===== src/rtl/flash_bus_bridge.sv =====
// flash_bus_bridge
// Front-end between the 6809 bus and the SPI flash controller. Brings the E/Q
// phase clocks into the clk domain, decodes the 4 KB flash window, hands a
// single-cycle request to the controller and holds the CPU off with MRDY until
// the controller answers (or the transaction times out).

module flash_bus_bridge #(
    parameter logic [3:0] BASE_NIBBLE    = 4'hE,
    parameter int         TIMEOUT_CYCLES = 4095,
    parameter int         SYNC_STAGES    = 2
) (
    input  logic        clk,
    input  logic        reset,
    input  logic        i_E,
    input  logic        i_Q,
    input  logic [15:0] i_ADDRESS_BUS,
    input  logic [7:0]  i_DataBus,
    input  logic        i_RW,
    output logic        o_MRDY,
    output logic [7:0]  o_DataBus,
    output logic        o_data_oe,
    output logic        o_req,
    output logic        o_rw,
    output logic [11:0] o_addr,
    output logic [7:0]  o_wdata,
    input  logic        i_done,
    input  logic [7:0]  i_rdata,
    output logic        o_timeout
);

    // last WAIT cycle is the one where the counter holds TIMEOUT_CYCLES-1,
    // giving exactly TIMEOUT_CYCLES cycles spent in WAIT before abort
    localparam logic [11:0] TO_LAST = 12'(TIMEOUT_CYCLES - 1);

    typedef enum logic [2:0] {
        S_IDLE    = 3'd0,
        S_WDATA   = 3'd1,
        S_REQ     = 3'd2,
        S_WAIT    = 3'd3,
        S_RELEASE = 3'd4
    } state_t;

    state_t r_state;
    state_t w_next;

    logic [SYNC_STAGES-1:0] r_e_sync;
    logic [SYNC_STAGES-1:0] r_q_sync;
    logic                   r_e_d;
    logic                   r_q_d;
    logic [11:0]            r_cnt;

    logic w_sync_e;
    logic w_sync_q;
    logic w_q_rise;
    logic w_e_fall;
    logic w_hit;
    logic w_capture;
    logic w_expire;
    logic w_mrdy_nxt;
    logic w_oe_nxt;
    logic w_req_nxt;

    // E/Q synchronisers plus one delay flop each for edge detection
    always_ff @(posedge clk or negedge reset) begin
        if (!reset) begin
            r_e_sync <= '0;
            r_q_sync <= '0;
            r_e_d    <= 1'b0;
            r_q_d    <= 1'b0;
        end else begin
            r_e_sync <= {r_e_sync[SYNC_STAGES-2:0], i_E};
            r_q_sync <= {r_q_sync[SYNC_STAGES-2:0], i_Q};
            r_e_d    <= w_sync_e;
            r_q_d    <= w_sync_q;
        end
    end

    assign w_sync_e  = r_e_sync[SYNC_STAGES-1];
    assign w_sync_q  = r_q_sync[SYNC_STAGES-1];
    assign w_q_rise  = w_sync_q & ~r_q_d;
    assign w_e_fall  = ~w_sync_e & r_e_d;
    assign w_hit     = (i_ADDRESS_BUS[15:12] == BASE_NIBBLE);
    assign w_capture = (r_state == S_IDLE) && w_q_rise && w_hit;
    assign w_expire  = (r_cnt == TO_LAST);

    // state register
    always_ff @(posedge clk or negedge reset) begin
        if (!reset) r_state <= S_IDLE;
        else        r_state <= w_next;
    end

    // next-state logic; q_rise outside IDLE and i_done outside WAIT fall through
    always_comb begin
        w_next = r_state;
        case (r_state)
            S_IDLE:    if (w_capture) w_next = i_RW ? S_REQ : S_WDATA;
            S_WDATA:   if (w_sync_e) w_next = S_REQ;
            S_REQ:     w_next = S_WAIT;
            S_WAIT:    if (i_done || w_expire) w_next = S_RELEASE;
            S_RELEASE: if (w_e_fall) w_next = S_IDLE;
            default:   w_next = S_IDLE;
        endcase
    end

    // output decode from the upcoming state so every output is registered
    always_comb begin
        w_mrdy_nxt = 1'b1;
        w_oe_nxt   = 1'b0;
        w_req_nxt  = 1'b0;
        if (w_next == S_WDATA || w_next == S_REQ || w_next == S_WAIT)
            w_mrdy_nxt = 1'b0;
        // direction was latched at capture, long before RELEASE is entered
        if (w_next == S_RELEASE)
            w_oe_nxt = o_rw;
        // request follows the REQ state by one clock
        if (r_state == S_REQ)
            w_req_nxt = 1'b1;
    end

    // bus handshake output registers
    always_ff @(posedge clk or negedge reset) begin
        if (!reset) begin
            o_MRDY    <= 1'b1;
            o_data_oe <= 1'b0;
            o_req     <= 1'b0;
        end else begin
            o_MRDY    <= w_mrdy_nxt;
            o_data_oe <= w_oe_nxt;
            o_req     <= w_req_nxt;
        end
    end

    // request capture: address and direction at Q rise, write data once E is high
    always_ff @(posedge clk or negedge reset) begin
        if (!reset) begin
            o_addr  <= 12'h000;
            o_rw    <= 1'b1;
            o_wdata <= 8'h00;
        end else begin
            if (w_capture) begin
                o_addr <= i_ADDRESS_BUS[11:0];
                o_rw   <= i_RW;
            end
            if (r_state == S_WDATA && w_sync_e)
                o_wdata <= i_DataBus;
        end
    end

    // WAIT cycle counter, cleared while the request goes out
    always_ff @(posedge clk or negedge reset) begin
        if (!reset)                 r_cnt <= 12'h000;
        else if (r_state == S_REQ)  r_cnt <= 12'h000;
        else if (r_state == S_WAIT) r_cnt <= r_cnt + 12'h001;
    end

    // completion: a done on the expiry cycle still wins over the abort
    always_ff @(posedge clk or negedge reset) begin
        if (!reset) begin
            o_DataBus <= 8'h00;
            o_timeout <= 1'b0;
        end else if (r_state == S_WAIT) begin
            if (i_done) begin
                if (o_rw) o_DataBus <= i_rdata;
            end else if (w_expire) begin
                o_DataBus <= 8'hFF;
                o_timeout <= 1'b1;
            end
        end
    end

endmodule


===== config.mk =====
export PLATFORM = sky130hd
export DESIGN_NAME = flash_bus_bridge
export DESIGN_NICKNAME = d
export VERILOG_FILES = /design/src/rtl/flash_bus_bridge.sv
export SDC_FILE = /design/constraint.sdc
export NUM_CORES = 1
export LEC_CHECK = 0
export CAP_MARGIN = 10
export CORE_UTILIZATION = 30
export DETAILED_ROUTE_END_ITERATION = 7
export GPL_TIMING_DRIVEN = 0
export SYNTH_ARGS = -nofsm -noshare
export SYNTH_HDL_FRONTEND = slang
export SYNTH_SLANG_ARGS = --single-unit

===== constraint.sdc =====
create_clock -name clk -period 4 [get_ports clk]
set_input_delay 0.8 -clock clk [delete_from_list [all_inputs] [get_ports clk]]
set_output_delay 0.8 -clock clk [all_outputs]
set_load 0.01 [all_outputs]

# --- Word level (Yosys, flattened, before mapping) ---
# Index checks and enable logic that the tools add are counted.
totals:
  ff_bits: 54
  input_bits: 38
  out_inout_bits: 33
  elab_cells: 56
op_classes:
  add_sub_neg: 1
  eq_ne: 11
  mux: 14
  n_bitwise: 5
  n_reduce_logical: 11
ops:
  columns: ["op", "count"]
  rows:
  - ["2-to-1 mux 12 bit", 2]
  - ["2-to-1 mux 8 bit", 3]
  - ["one-hot mux 3 bit (5 select lines)", 1]
  - ["adder 12 x 1 -> 12 bit, second input constant", 1]
  - ["== test 12 bit, second input constant", 1]
  - ["== test 3 x 2 -> 1 bit, second input constant", 4]
  - ["2-to-1 mux 3 bit", 4]
  - ["== test 3 x 1 -> 1 bit, second input constant", 2]
  - ["== test 3 bit, second input constant", 2]
  - ["AND reduction 3 bit", 2]
  - ["== test 4 bit, second input constant", 1]
  - ["nonzero test 2 bit", 2]
  - ["logical AND 1 bit", 3]
  - ["zero test 3 bit", 1]
  - ["logical OR 1 bit", 3]
  - ["2-to-1 mux 1 bit", 3]
  - ["inverter 1 bit", 3]
  - ["AND 1 bit", 2]
  - ["2-to-1 mux 2 bit", 1]
  - ["!= test 2 bit, second input constant", 1]

# --- Logic depth before layout (Yosys ltp) ---
depth:
  depth_word: 10
  depth_mapped: 6
  ltp_nobuf: 6

# --- Worst setup path after synthesis ---
# Ideal clock, no wire load.
synth_timing:
  kind: "input to register"
  start: "input port i_ADDRESS_BUS[13]"
  end: "register o_addr[0]"
  setup_ps: 125
  arrival_time_ps: 1972
  t_required_ps: 3875
  setup_slack_ps: 1903
  stages: 5
  n_path_buf: 1
  path_cell_list: "nor2b_1 nand4_1 nor4b_4 buf_6 mux2_2"
synth_via:
  elab_chain_cells: 2
synth_rtl:
  columns: ["item", "line", "text"]
  rows:
  - ["from (decl)", "16", "input logic [15:0] i_ADDRESS_BUS,"]
  - ["== test 4 bit", "82", "assign w_hit = (i_ADDRESS_BUS[15:12] == BASE_NIBBLE);"]
  - ["logical AND 1 bit", "83", "assign w_capture = (r_state == S_IDLE) && w_q_rise && w_hit;"]
  - ["to (signal assigned)", "141", "o_addr <= i_ADDRESS_BUS[11:0];"]
  - ["to (decl)", "24", "output logic [11:0] o_addr,"]
# No other way between the ends.
# A chain may end at the register's enable or synchronous reset.

# --- Worst setup path in the final report ---
# Ends and elaborated chain as after synthesis.

==> results.rst <==
.. list-table::
   :header-rows: 1

   * - Metric
     - Value
   * - Run status
     - complete, no violations
   * - Hold buffer count at CTS
     - 0
   * - Number of clock sinks
     - 54
   * - Num ports
     - 71
   * - Ratio of final minimum period to clock period
     - 60.0%
   * - Global-route total usage across every layer
     - 12.8%
   * - Pins over their slew limit
     - 0
   * - Sequential element share of the synthesized area
     - 61.4%
   * - Detailed Route WL
     - 4.42 mm
   * - Number of global-route vias before repair
     - 1,607
   * - Cells taking the most area after synthesis
     - dfrtp_1, mux2_2, o22a_1, dfstp_2, xnor2_1
   * - Area overhead of the layout relative to synthesis
     - 42.2%
   * - Standard cell core area
     - 0.00694 mm^2
   * - Buffer levels on the longest clock path
     - 2
   * - Clock root buffer
     - clkbuf_8
   * - Standby leakage power
     - 1.29 nW
   * - Post-CTS setup buffer count
     - 0
   * - Setup violations, final
     - 0
   * - Cell Pwr Density
     - 563 mW/mm^2
   * - Crit Path Max Fanout
     - 10
   * - Number of cells produced by synthesis
     - 165
   * - Top FF cell, synth
     - dfrtp_1
   * - Largest net degree at the start of global routing
     - 34
   * - Post-route total power
     - 0.00177 W
   * - Total half-perimeter wirelength after legalization and detailed placement
     - 3.21 mm
   * - Antenna diodes
     - 0
   * - Total grt overflow
     - 0
   * - Number of synthesis warnings
     - 0
   * - Number of buffers added on ports
     - 70
   * - Largest area contributor in the netlist
     - dfrtp_1
   * - Clock transition at the registers of the reported paths
     - 100 ps
   * - Total Die Area
     - 0.00769 mm^2
   * - Clock insertion delay at the later pin of the skew report
     - 310 ps
   * - Final-stage net count
     - 283
   * - Vias
     - 1,573
   * - #FFs+latches synth
     - 54
   * - Net Count, Synth
     - 205
   * - Count leader, synth
     - dfrtp_1
   * - Post-CTS resize count
     - 0
   * - CP endpoint kind
     - flip-flop
   * - Post-synth top cells
     - dfrtp_1, mux2_2, nand2_1, o22a_1
   * - Async set-or-reset flop fraction in the synthesized netlist
     - 100%
   * - Max-capacitance violation count
     - 0
   * - Mean instance size in the synthesized netlist
     - 13.4 um^2
   * - Data required time of the worst path
     - 4200 ps
   * - Total standard cell area after synthesis
     - 0.00220 mm^2
   * - Number of DRC violations after detailed-routing iteration 0
     - 64
   * - Hold violation total from the final report
     - 0
   * - Clock tree from TritonCTS
     - done
   * - Maximum VDD drop
     - 0.300 mV
   * - Number of synthesized flops with an enable pin
     - 0
   * - Antenna viol nets, final
     - 0
   * - Slew at the pin closest to its max-slew limit
     - 772 ps
   * - Initial antenna violation count
     - 0
   * - Sum Neg Setup Slack
     - 0 ps
   * - TritonCTS Buffers
     - 5
   * - Utilization after layout
     - 45.1%
   * - Category of the most critical setup path
     - input pin to flip-flop
   * - Startpoint types
     - input pin
   * - Starting density of the core
     - 31.7%
   * - Worst Hold Class
     - flip-flop to flip-flop
   * - TritonRoute pass-1 iters
     - 4
   * - First-pass GRT wire length
     - 7.50 mm
   * - H-Tree Depth
     - 2
   * - Vertical die dimension
     - 87.7 um
   * - Clock Skew
     - 6.25 ps
   * - GPL Wtd Cong
     - 0.748
   * - Standard-cell rows
     - 30
   * - Ratio of cells with drive above 1 in the final layout
     - 16.8%
   * - Routed wire per std cell
     - 13.0 um
   * - Top achievable clock speed
     - 417 MHz
   * - Worst slew margin
     - 48.5%
   * - Unrepaired setup endpoints after global routing
     - no
   * - Minimum clock period
     - 2400 ps
   * - Via count normalized by instance count
     - 4.63
   * - Unique masters post-synth
     - 37
   * - Portion of synthesized cell area occupied by the leading cell type
     - 59.1%
   * - Arrival time of the worst setup path
     - 2600 ps
   * - Width of the die
     - 87.7 um
   * - Remaining DRCs
     - 0
==> cells by family (layout without fill, tap and decap cells) <==
family	Yosys count	in the layout	share of synthesized area, %
xor+xnor	5	5	1.99
compound gates	25	25	8.92
simple gates	48	48	13.4
flops	54	54	61.4
buf+inv	9	88	1.93
mux	22	22	11.2
fa+ha+maj	2	2	1.14
==> flip-flops by register name, summed over array words and instances (netlist names) <==
name	cells
o_addr	12
r_cnt	12
o_DataBus	8
o_wdata	8
r_state	3
r_e_sync	2
r_q_sync	2
o_MRDY	1
o_data_oe	1
o_req	1
o_rw	1
o_timeout	1
r_e_d	1
r_q_d	1
==> metrics by stage <==
stage          worst slack (ps)  area (um^2)  hold slack (ps)  instances
3_5_place_dp               1210         3050              338        332
4_1_cts                    1560         3130              362        340
6_report                   1600         3130              357        340
5_1_grt                    1470         3130              365        340
2_1_floorplan              1900         2200              331        165
3_3_place_gp                417         3020              333        331
==> layout make-up <==
class                      count  area (um^2)
buffer                         2         16.3
clock buffer                   5         68.8
fill                         655         3810
tap                           96          120
timing repair buffer          71          723
inverter                       7         26.3
sequential                    54         1350
clock inverter                 3         18.8
multi-input combinational    102          807
==> critical path: stages <==
cell             delay (ps)
clkdlybuf4s50_1         450
nor2b_1                 110
nand4_1                 160
nor4b_4                 520
buf_6                   220
mux2_2                  340
==> placed cells by master (no fill, tap or decap), types with 3 or more instances in the layout <==
| cell | count |
|---|---|
| inv_1 | 7 |
| nor3_1 | 7 |
| xnor2_1 | 5 |
| clkbuf_8 | 5 |
| nand4_1 | 5 |
| o22a_1 | 8 |
| nand3b_1 | 3 |
| dfrtp_1 | 52 |
| a21oi_1 | 4 |
| clkdlybuf4s50_1 | 69 |
| nor2_1 | 7 |
| nand2_1 | 10 |
| nand3_1 | 4 |
| mux2_2 | 21 |
| o21ai_0 | 3 |
==> power by group <==
| part | switching [W] | internal, W |
|---|---|---|
| clock | 0.000178 | 0.000124 |
| sequential | 0.000104 | 0.000709 |
| combinational | 0.000255 | 0.000395 |
| total | 0.000538 | 0.00123 |
==> final timing paths <==
check,start,to,slack [ps],cells past startpoint
min in group asynchronous,reset,o_wdata[7],560,1
min reg2reg,r_e_sync[0],r_e_sync[1],360,0
max,i_ADDRESS_BUS[13],o_addr[0],1600,6
min,r_e_sync[0],r_e_sync[1],360,0
max reg2reg,r_state[1],o_addr[0],1910,5
max in group asynchronous,reset,o_rw,2800,2
==> metal layers <==
| layer | GRT usage (%) | up-vias | share of wire (%) |
|---|---|---|---|
| met5 | 0 | - | 0 |
| met2 | 20.8 | 38 | 48 |
| met1 | 16.3 | 771 | 46 |
| li1 | - | 756 | - |
| met3 | 3.30 | 8 | 4.4 |
| met4 | 4.92 | 0 | 1.5 |
Power figures use the tool's default switching activity.
